`src/rtl/spart_tx_queue_if.sv`:
```
// SPART control bus between the transmit queue (master) and the SPART control block (slave).
interface spart_tx_queue_if #(
    parameter int DATA_W = 24
);
    logic              chip_enable;
    logic              r_w;
    logic [1:0]        addr;
    logic [DATA_W-1:0] data;
    logic              tx_rdy;
    logic              ack;

    modport master (
        output chip_enable, r_w, addr, data,
        input  tx_rdy, ack
    );

    modport slave (
        input  chip_enable, r_w, addr, data,
        output tx_rdy, ack
    );
endinterface

```
`src/rtl/spart_tx_queue.sv`:
```
// Transmit-word FIFO feeding the SPART control block one word per tx_rdy/ack handshake.
// Optional REQ timeout with retry is enabled by defining SPART_TXQ_TIMEOUT_EN.
module spart_tx_queue #(
    parameter int DATA_W  = 24,
    parameter int DEPTH   = 8,
    parameter int PTR_W   = 3,
    parameter int TIMEOUT = 65535
) (
    input  logic               clk,
    input  logic               rst,
    input  logic               wr_en,
    input  logic [DATA_W-1:0]  wr_data,
    output logic               full,
    output logic               empty,
    output logic [PTR_W:0]     count,
    output logic               ovf,
    input  logic               ovf_clr,
    output logic               busy,
`ifdef SPART_TXQ_TIMEOUT_EN
    output logic               timeout_err,
`endif
    spart_tx_queue_if.master   bus
);
    typedef enum logic [1:0] {IDLE, REQ, WAIT_RDY} state_t;

    state_t            state_reg, state_next;
    logic [DATA_W-1:0] mem [DEPTH];
    logic [PTR_W:0]    wr_ptr_reg, rd_ptr_reg, wr_ptr_next, rd_ptr_next;
    logic [PTR_W:0]    count_reg;
    logic              full_reg, empty_reg, ovf_reg;
    logic              ce_reg, ce_next, rw_reg, rw_next;
    logic [DATA_W-1:0] data_reg;
    logic [1:0]        sync_reg;
    logic              tx_rdy_s;
    logic              push, pop, load;
`ifdef SPART_TXQ_TIMEOUT_EN
    logic [15:0]       timer_reg, timer_next;
    logic              timeout_reg, timeout_next;
`endif

    // tx_rdy comes from the slower SPART clock domain
    genvar gi;
    generate
        for (gi = 0; gi < 2; gi++) begin : g_sync
            if (gi == 0) begin : g_first
                always_ff @(posedge clk) begin
                    if (rst) sync_reg[gi] <= 1'b0;
                    else     sync_reg[gi] <= bus.tx_rdy;
                end
            end else begin : g_rest
                always_ff @(posedge clk) begin
                    if (rst) sync_reg[gi] <= 1'b0;
                    else     sync_reg[gi] <= sync_reg[gi-1];
                end
            end
        end
    endgenerate
    assign tx_rdy_s = sync_reg[1];

    // full is the pre-edge value, so a simultaneous pop never admits a push into a full queue
    assign push        = wr_en & ~full_reg;
    assign wr_ptr_next = wr_ptr_reg + {{PTR_W{1'b0}}, push};
    assign rd_ptr_next = rd_ptr_reg + {{PTR_W{1'b0}}, pop};

    always_ff @(posedge clk) begin
        if (push) mem[wr_ptr_reg[PTR_W-1:0]] <= wr_data;
    end

    always_comb begin
        state_next = state_reg;
        ce_next    = ce_reg;
        rw_next    = rw_reg;
        load       = 1'b0;
        pop        = 1'b0;
`ifdef SPART_TXQ_TIMEOUT_EN
        timer_next   = timer_reg;
        timeout_next = 1'b0;
`endif
        case (state_reg)
            IDLE: begin
                ce_next = 1'b0;
                rw_next = 1'b1;
                if (!empty_reg && tx_rdy_s) begin
                    load       = 1'b1;
                    ce_next    = 1'b1;
                    rw_next    = 1'b0;
                    state_next = REQ;
`ifdef SPART_TXQ_TIMEOUT_EN
                    timer_next = 16'd0;
`endif
                end
            end
            REQ: begin
                ce_next = 1'b1;
                rw_next = 1'b0;
                if (bus.ack) begin
                    pop        = 1'b1;
                    ce_next    = 1'b0;
                    rw_next    = 1'b1;
                    state_next = WAIT_RDY;
                end
`ifdef SPART_TXQ_TIMEOUT_EN
                // Abort leaves the head in place so the same word is offered again
                else if (timer_reg == 16'(TIMEOUT - 1)) begin
                    ce_next      = 1'b0;
                    rw_next      = 1'b1;
                    timeout_next = 1'b1;
                    state_next   = WAIT_RDY;
                end else begin
                    timer_next = timer_reg + 16'd1;
                end
`endif
            end
            WAIT_RDY: begin
                ce_next = 1'b0;
                rw_next = 1'b1;
                if (tx_rdy_s) state_next = IDLE;
            end
            default: begin
                ce_next    = 1'b0;
                rw_next    = 1'b1;
                state_next = IDLE;
            end
        endcase
    end

    always_ff @(posedge clk) begin
        if (rst) begin
            state_reg  <= IDLE;
            wr_ptr_reg <= '0;
            rd_ptr_reg <= '0;
            count_reg  <= '0;
            full_reg   <= 1'b0;
            empty_reg  <= 1'b1;
            ovf_reg    <= 1'b0;
            ce_reg     <= 1'b0;
            rw_reg     <= 1'b1;
            data_reg   <= '0;
        end else begin
            state_reg  <= state_next;
            wr_ptr_reg <= wr_ptr_next;
            rd_ptr_reg <= rd_ptr_next;
            count_reg  <= wr_ptr_next - rd_ptr_next;
            full_reg   <= (wr_ptr_next[PTR_W] != rd_ptr_next[PTR_W]) &&
                          (wr_ptr_next[PTR_W-1:0] == rd_ptr_next[PTR_W-1:0]);
            empty_reg  <= (wr_ptr_next == rd_ptr_next);
            ovf_reg    <= (wr_en && full_reg) ? 1'b1 : (ovf_clr ? 1'b0 : ovf_reg);
            ce_reg     <= ce_next;
            rw_reg     <= rw_next;
            if (load) data_reg <= mem[rd_ptr_reg[PTR_W-1:0]];
        end
    end

`ifdef SPART_TXQ_TIMEOUT_EN
    always_ff @(posedge clk) begin
        if (rst) begin
            timer_reg   <= 16'd0;
            timeout_reg <= 1'b0;
        end else begin
            timer_reg   <= timer_next;
            timeout_reg <= timeout_next;
        end
    end
    assign timeout_err = timeout_reg;
`endif

    assign full            = full_reg;
    assign empty           = empty_reg;
    assign count           = count_reg;
    assign ovf             = ovf_reg;
    assign busy            = (state_reg != IDLE) || !empty_reg;
    assign bus.chip_enable = ce_reg;
    assign bus.r_w         = rw_reg;
    assign bus.addr        = 2'b00;
    assign bus.data        = data_reg;
endmodule

```
`src/flat_wrapper.sv`:
```
// flat-port wrapper written by rule: the top's interface ports become plain ports
module spart_tx_queue_flat 
#(
    parameter int DATA_W  = 24,
    parameter int DEPTH   = 8,
    parameter int PTR_W   = 3,
    parameter int TIMEOUT = 65535
)
  (clk, rst, wr_en, wr_data, full, empty, count, ovf, ovf_clr, busy, bus_chip_enable, bus_r_w, bus_addr, bus_data, bus_tx_rdy, bus_ack);
  spart_tx_queue_if #(.DATA_W(DATA_W)) bus_i ();
  input  logic clk;
  input  logic rst;
  input  logic wr_en;
  input  logic [DATA_W-1:0] wr_data;
  output logic full;
  output logic empty;
  output logic [PTR_W:0] count;
  output logic ovf;
  input  logic ovf_clr;
  output logic busy;
  output wire logic [$bits(bus_i.chip_enable)-1:0] bus_chip_enable;
  output wire logic [$bits(bus_i.r_w)-1:0] bus_r_w;
  output wire logic [$bits(bus_i.addr)-1:0] bus_addr;
  output wire logic [$bits(bus_i.data)-1:0] bus_data;
  input wire logic [$bits(bus_i.tx_rdy)-1:0] bus_tx_rdy;
  input wire logic [$bits(bus_i.ack)-1:0] bus_ack;
  assign bus_chip_enable = bus_i.chip_enable;
  assign bus_r_w = bus_i.r_w;
  assign bus_addr = bus_i.addr;
  assign bus_data = bus_i.data;
  assign bus_i.tx_rdy = bus_tx_rdy;
  assign bus_i.ack = bus_ack;
  spart_tx_queue #(.DATA_W(DATA_W), .DEPTH(DEPTH), .PTR_W(PTR_W), .TIMEOUT(TIMEOUT)) u_core (.clk(clk), .rst(rst), .wr_en(wr_en), .wr_data(wr_data), .full(full), .empty(empty), .count(count), .ovf(ovf), .ovf_clr(ovf_clr), .busy(busy), .bus(bus_i));
endmodule
```
`config.mk`:
```
export PLATFORM = sky130hd
export DESIGN_NAME = spart_tx_queue_flat
export DESIGN_NICKNAME = d
export VERILOG_FILES = /design/src/rtl/spart_tx_queue_if.sv /design/src/rtl/spart_tx_queue.sv /design/src/flat_wrapper.sv
export SDC_FILE = /design/constraint.sdc
export NUM_CORES = 1
export LEC_CHECK = 0
export BUFFER_PORTS_ARGS = -buffer_cell sky130_fd_sc_hd__clkbuf_2
export CORE_MARGIN = 8
export CORE_UTILIZATION = 59
export DETAILED_ROUTE_END_ITERATION = 16
export HOLD_SLACK_MARGIN = 0.02
export MAX_ROUTING_LAYER = met4
export PLACE_DENSITY_LB_ADDON = 0.05
export SYNTH_ARGS = -nofsm -noshare
export SYNTH_HDL_FRONTEND = slang
export SYNTH_SLANG_ARGS = --single-unit
```
`constraint.sdc`:
```
create_clock -name clk -period 3.6 [get_ports clk]
set_input_delay 0.36 -clock clk [delete_from_list [all_inputs] [get_ports clk]]
set_output_delay 0.36 -clock clk [all_outputs]
set_load 0.02 [all_outputs]
```
After elaboration in Yosys (flattened, before gate mapping)
Memory sizes are Yosys's and may differ from the RTL's. A register that Yosys moved wholly into a read port is not among the register bits.
Cells that the tools add are included.

word-level totals
  output and inout bits = 36
  RAM bits = 192
  logic and storage cells = 50
  memories kept = 1
  input bits = 30
  register bits after elaboration = 21

operators by class
  equality and inequality tests = 8
  bitwise gates (word level) = 2
  reductions and logical operators = 9
  add/sub/neg operators = 3
  mux-type cells = 16

memories
  memory      depth  bits a word  read ports  clocked after Yosys merged registers in  write ports  RTL line              RTL
  u_core.mem  8      24           1           1                                        1            spart_tx_queue.sv:27  logic [DATA_W-1:0] mem [DEPTH];

operators by type and width
  kind                                                                      number
  1-bit 2-to-1 mux                                                          10
  4-bit by 1-bit adder with 4-bit output                                    2
  2-bit 2-to-1 mux                                                          3
  2-bit case mux with 3 select lines                                        1
  4-bit equality test                                                       1
  2-bit by 1-bit inequality test with 1-bit output (second input constant)  2
  1-bit case mux with 2 select lines                                        2
  2-bit nonzero test                                                        2
  4-bit subtractor                                                          1
  3-bit equality test                                                       1
  1-bit logical AND                                                         3
  3-bit AND reduction                                                       1
  2-bit by 1-bit equality test with 1-bit output (second input constant)    1
  2-bit equality test (second input constant)                               1
  2-bit zero test                                                           1
  2-bit inequality test (second input constant)                             1
  1-bit bitwise AND                                                         1
  1-bit zero test                                                           1
  1-bit logical OR                                                          1
  1-bit inequality test                                                     1
  1-bit NOT                                                                 1

Depth between registers and ports, before layout
Gate-level depths: netlist of the first run.

  word-level depth = 5
  depth in mapped cells = 9
  mapped depth without buffers = 9

Worst setup path before layout of the first run
OpenSTA, ideal clock, no wires.

  path type = register to register
  from = register u_core.full_reg, in the netlist u_core.full
  to = memory u_core.mem[0][0], enable pin
  path slack = 0.802 ns
  buffers on the path = 0
  cell stages (with the launch flop) = 4
  period minus slack after synthesis = 2.798 ns
  arrival time = 2.362 ns
  cell sequence = dfxtp_1 nor2b_1 nand2b_1 nor3_1

on the way
  longest elaborated chain between the ends = 4

ends and longest elaborated chain
  item                                    RTL line               RTL
  start, declared                         spart_tx_queue.sv:30   logic full_reg, empty_reg, ovf_reg;
  start signal, assigned                  spart_tx_queue.sv:144  full_reg <= (wr_ptr_next[PTR_W] != rd_ptr_next[PTR_W]) &&
  1-bit NOT                               spart_tx_queue.sv:61   assign push = wr_en & ~full_reg;
  1-bit bitwise AND                       spart_tx_queue.sv:61
  1-bit 2-to-1 mux                        spart_tx_queue.sv:66   if (push) mem[wr_ptr_reg[PTR_W-1:0]] <= wr_data;
  1-bit 2-to-1 mux (implied by the code)  spart_tx_queue.sv:66
  end, declared                           spart_tx_queue.sv:27

Every way passes these cells.

==> results of run 1 <==
==> per-stage QoR <==
stage	area, um^2	setup slack (ps)	util, %	hold WS (ps)
floorplan	8950	802	-	414
global placement	9490	1390	63.2	424
detailed placement	9490	1340	63.2	431
CTS	10200	1410	68.1	53.7
global route	10200	1260	68.1	88.4
finish	10200	1410	68.1	73.3
==> worst max-delay path by stage <==
stage | to
after floorplan | u_core.mem[0][0]
after global placement | u_core.mem[6][6]
after detailed placement | u_core.mem[6][6]
after CTS | u_core.bus.data[15]
after global routing | u_core.bus.data[21]
final | u_core.bus.data[15]
==> where the power goes <==
part           internal (mW)  switching, mW
registers               3.03         0.0218
logic                 0.0698          0.147
clock network           1.38          0.949
total                   4.48           1.12
==> layout make-up <==
class / count / area [um^2]
clock buffers: 33 / 643
clock inverters: 9 / 93.8
fillers: 1028 / 4800
inverters: 4 / 15.0
multi-input cells: 270 / 2120
flip-flops and latches: 237 / 6670
well taps: 188 / 235
repair buffers: 80 / 455
==> critical path, delay by kind of cell (launching register included) <==
family           cells  cell delay (ps)
AND/OR/NAND/NOR      1              730
AO/OA/AOI/OAI        3              910
flip-flops           1              440
==> cell families (layout without fill, tap and decap cells) <==
kind of cell | after synthesis | count (layout)
DFF | 237 | 237
AOI/OAI and AO/OA | 102 | 102
xor gates and xnor gates | 9 | 9
and+or+nand+nor | 77 | 77
other | 1 | 2
adders and majority gates | 6 | 6
buffers and inverters | 37 | 126
muxes | 74 | 74
==> per-layer routing <==
metal	global-route usage, %	wire length, um	vias to the layer above
met3	2.58	882	27
met4	5.72	346	0
met5	-	0	-
met2	30.7	8890	149
li1	-	-	2262
met1	24.5	7790	2443
==> cell usage after synthesis, drive strengths merged <==
cell type / instances / share of area (%)
a211oi: 24 / 2.0
a21oi: 27 / 1.5
a221oi: 1 / 0.098
a22oi: 24 / 2.0
a32o: 24 / 2.7
a41o: 1 / 0.11
buf: 25 / 1.8
clkbuf: 8 / 0.34
conb: 1 / 0.042
dfxtp: 45 / 10
edfxtp: 192 / 64
ha: 6 / 0.84
inv: 4 / 0.17
mux2: 1 / 0.13
mux2i: 73 / 8.2
nand2: 6 / 0.25
nand2b: 6 / 0.42
nand3: 3 / 0.17
nor2: 21 / 0.88
nor2b: 33 / 2.3
nor3: 6 / 0.34
nor4: 1 / 0.14
o21bai: 1 / 0.084
or3: 1 / 0.070
xnor2: 5 / 0.49
xor2: 4 / 0.39
==> run metrics, run 1 <==
status complete, no violations; CTS tree yes; final slew viol count 0; wirelength, routed 17.9 mm; commonest non-fill, non-tap cells in the layout edfxtp_1 (192), mux2i_1 (73), clkbuf_2 (63), dfxtp_1 (44), nor2b_1 (31); chip width 139 um; multiplexer share of the synthesized area 8.30%; Clock Latency Late Sink 510 ps; H-tree Lvls 1; total number of vias 4,881; #FFs+latches synth 237; Hold Violations, Final 0; crit path capture type flop; worst reg-to-reg setup slack 1410 ps; area growth from synthesis to layout 14.4%; non-filler cells, final 821; Leak 3.42 nW; Synth Area in XOR/XNOR 0.881%; via count of the first global-routing pass 4,979; setup tns final 0 ps; FP Rows 45; PnR Total Power 5.60 mW; Crit path required time 4000 ps; number of max-cap violations 0; wire per inst 21.8 um; Critical Path AT 2590 ps; max reg flops 192; Worst-path clk slew 60 ps; total track usage 18.9%; DRT antenna net count 0; vias per cell 5.95; synthesized netlist cell count 543; hold path endpoint u_core.sync_reg[0]; Worst Tran Pin Value 1190 ps; nets@finish 652; HP Start bus_tx_rdy; minimum clock period 2190 ps; # placed instances 779; Slew headroom 20.2%; largest net degree at the start of global routing 50; Post-Syn Area per Cell 16.5 um^2; Crit Reg-Reg Endpoint u_core.bus.data[15]; cts bufs inserted 23; CP Launch Point u_core.rd_ptr_reg[2]; Finish-stage setup viols 0; initial antenna violation count 0; Worst R2R Start u_core.rd_ptr_reg[2]; post-synthesis compound-gate area fraction 8.52%; post-cts resize count 0; Synth Warn # 0; Largest stage delay, worst path 730 ps; VDD IR max 0.000398 V; initial core utilization 59.5%; CP Cell Sequence nand2_1 -> a211oi_1 -> a21oi_1 -> a32o_1; synth unique cells 28; IO Count 66; CTS root buf clkbuf_16; ANT cells 0; port bufs 63; Clock Tree Buf Depth 3; gr ovfl total 0; most common cell after layout, fill and taps aside edfxtp_1; Chip Height 139 um; Synth Area in Simple Gates 4.57%; Core Area 15,000 um^2; PD cells 548 nW/um^2; worst hold-check path type in2reg; Startpoint Class flop; register area share after synthesis 74.5%; hpwl dp 10.4 mm; # Post-CTS Setup Buffers 0; share of layout cells above drive strength 1 19.9%; Starting DRT DRC Count 425; worst-path fanout max 24; clk sink count 237; hold path depth 2; Reg2Reg Depth 4; drt first pass iters 4; first-pass GRT wire length 27.8 mm; f_max 457 MHz; adder and majority gate portion of the synthesized area 0.839%; RePlAce Congestion 0.781; largest family of logic cells by synthesized area compound AO/OA/AOI/OAI gates; hold buffer count at cts 0; synthesized cell area 8940 um^2; die area 19,400 um^2; CP max-delay cell nand2_1; Worst Setup Path Type reg2reg; clock skew 16.0 ps; DRC 0; RSZ-0062 raised after global routing no; Tcrit/Tclk final 60.8%
No activity file was read; power rests on OpenSTA's default activity.
==> run 2: changes to the inputs <==
--- a/config.mk
+++ b/config.mk
@@ -5,9 +5,10 @@
 export SDC_FILE = /design/constraint.sdc
 export NUM_CORES = 1
 export LEC_CHECK = 0
+export ABC_AREA = 1
 export BUFFER_PORTS_ARGS = -buffer_cell sky130_fd_sc_hd__clkbuf_2
 export CORE_MARGIN = 8
-export CORE_UTILIZATION = 59
+export CORE_UTILIZATION = 60
 export DETAILED_ROUTE_END_ITERATION = 16
 export HOLD_SLACK_MARGIN = 0.02
 export MAX_ROUTING_LAYER = met4
==> constraint.sdc (replaced) <==
create_clock -name clk -period 2.15 [get_ports clk]
set_input_delay 0.215 -clock clk [delete_from_list [all_inputs] [get_ports clk]]
set_output_delay 0.215 -clock clk [all_outputs]
set_load 0.02 [all_outputs]
==> run metrics, run 2 <==
VDD IR max 0.000868 V; CP Cell Sequence inv_2 -> nor3_2 -> ha_2 -> ha_1 -> inv_1 -> nor2_1 -> nor2_1 -> ha_1 -> nor2_1 -> o21ai_0 -> a21oi_1; Finish-stage setup viols 0; clk sink count 237; #FFs+latches synth 237; most common cell after layout, fill and taps aside edfxtp_1; WP buf/inv 2; Synth Warn # 0; Tcrit/Tclk final 90.8%; first-pass GRT wire length 32.6 mm; final slew viol count 0; Critical Path AT 2350 ps; commonest non-fill, non-tap cells in the layout edfxtp_1 (192), nor2_1 (161), nand2_1 (152), nand3_1 (78), clkbuf_2 (63); synthesized netlist cell count 840; IO Count 66; CTS tree yes; initial core utilization 61.7%; Primary FF master, synth edfxtp_1; worst reg-to-reg setup slack 200 ps; Worst-path clk slew 60 ps; FP Rows 45; Layout fillers 1,052; ys async rst share 0%; PD cells 912 nW/um^2; Starting DRT DRC Count 441; Crit path required time 2550 ps; Startpoint Class flop; DRT antenna net count 0; via count of the first global-routing pass 6,234; max reg flops 192; Core Area 15,300 um^2; Leak 4.11 nW; largest net degree at the start of global routing 97; area growth from synthesis to layout 17.6%; vias per cell 5.45; number of flops mapped to enable cells by yosys 192; crit path capture type flop; hpwl dp 11.2 mm; RePlAce Congestion 0.838; wire per inst 17.6 um; cell taking the most area after synthesis edfxtp_1; Largest delay share family, worst path adder cells; wirelength, routed 20.5 mm; port bufs 63; Hold Violations, Final 0; Worst Setup Path Type reg2reg; total number of vias 6,337; minimum clock period 1950 ps; register area share after synthesis 70.9%; number of max-cap violations 0; H-tree Lvls 1; status complete, no violations; clock skew 9.20 ps; Worst Tran Pin Value 1020 ps; synth unique cells 25; cts bufs inserted 24; initial antenna violation count 0; CTS root buf clkbuf_16; worst hold-check path type in2reg; placed cell areas 9890 um^2; cell mode on critical path nor2_1; chip width 141 um; synthesized cell area 9410 um^2; Post-Syn Area per Cell 11.2 um^2; Clock Tree Buf Depth 3; most common cell in the netlist edfxtp_1; top post-synthesis cells by area edfxtp_1 (61%), dfxtp_1 (9.6%), nor2_1 (6.8%); PnR Total Power 10.1 mW; share of layout cells above drive strength 1 15.9%; Slew headroom 31.9%; Post-synth top cells edfxtp_1 (192), nor2_1 (170), nand2_1 (152); gr ovfl total 0; area share of the largest cell type after synthesis 61.3%; worst-path fanout max 3; f_max 512 MHz; nets@finish 970; CP max-delay cell dfxtp_1; total track usage 21.3%; ANT cells 0; setup tns final 0 ps; Chip Height 141 um; Largest stage delay, worst path 370 ps; DRC 0; die area 19,900 um^2; RSZ-0062 raised after global routing no; drt first pass iters 5; Clock Latency Late Sink 510 ps; design area 11,100 um^2
-- run 2: cell types whose count changed after synthesis, sizes merged, moves of 11 or more --
| cell | previous run | this run |
|---|---|---|
| mux2i | 73 | 0 |
| nor2 | 21 | 170 |
| nand3 | 3 | 78 |
| a32o | 24 | 0 |
| nor2b | 33 | 0 |
| nand2 | 6 | 160 |
| buf | 25 | 36 |
| inv | 4 | 28 |
| a22oi | 24 | 0 |
| o21ai | 0 | 75 |
| a211oi | 24 | 0 |
-- run 2: cell type report --
cell class / count / area, um^2 / area share (%)
multi-input cells: 529 / 2350 / 21.2
flip-flops and latches: 237 / 6670 / 60.3
clock inverters: 17 / 255 / 2.31
well taps: 211 / 264 / 2.39
repair buffers: 114 / 803 / 7.26
clock buffers: 27 / 612 / 5.53
inverters: 28 / 110 / 0.995
-- run 2: worst register-to-register path, stage by stage (launching register included) --
cell	delay (ps)
dfxtp_1	370
inv_2	60
nor3_2	190
ha_2	230
ha_1	260
inv_1	80
nor2_1	40
nor2_1	170
ha_1	180
nor2_1	50
o21ai_0	150
a21oi_1	60
-- run 2: what timing repair did --
| item | 4_1_cts | 5_1_grt |
|---|---|---|
| resized for setup | 0 | 3 |
| hold endpoints to repair | 194 | 0 |
| hold buffers | 27 | 0 |
| setup buffers | 0 | 3 |
| setup endpoints to repair | 0 | 2 |
-- run 2: path summary, 6_finish.rpt --
path                        from                     end  depth (start not counted)
max          u_core.state_reg[0]         u_core.count[2]                         11
min                      bus_ack  u_core.bus.chip_enable                          4
max reg2reg  u_core.state_reg[0]         u_core.count[2]                         11
min reg2reg   u_core.sync_reg[0]         u_core.tx_rdy_s                          2
-- run 2: power breakdown --
part           total, mW  internal, mW  switching [mW]
clock               4.46          2.79            1.67
sequential          5.13          5.09          0.0390
combinational      0.503         0.169           0.333
-- run 2: cells by family after synthesis --
group | synth area share (%)
and+or+nand+nor | 18.2
DFF | 70.9
AOI/OAI and AO/OA | 5.56
buffers and inverters | 4.54
adders and majority gates | 0.798
other | 0.0399
-- run 2: stage by stage --
step / hold slack [ps] / instances / utilization [%] / setup WS (ps)
3_5_place_dp: 401 / 1089 / 64.8 / 124
2_1_floorplan: 314 / 841 / - / 39.8
6_report: 56.0 / 1163 / 72.5 / 199
4_1_cts: 26.4 / 1160 / 72.3 / 111
5_1_grt: 62.0 / 1163 / 72.5 / 6.11
3_3_place_gp: 394 / 1089 / 64.8 / 173
-- run 2: per-layer routing --
metal	vias to the layer above	track usage, %	wire (um)
met2	221	34.6	10000
met3	36	3.88	1430
met4	0	6.84	522
li1	3068	-	-
met5	-	-	0
met1	3012	26.8	8460
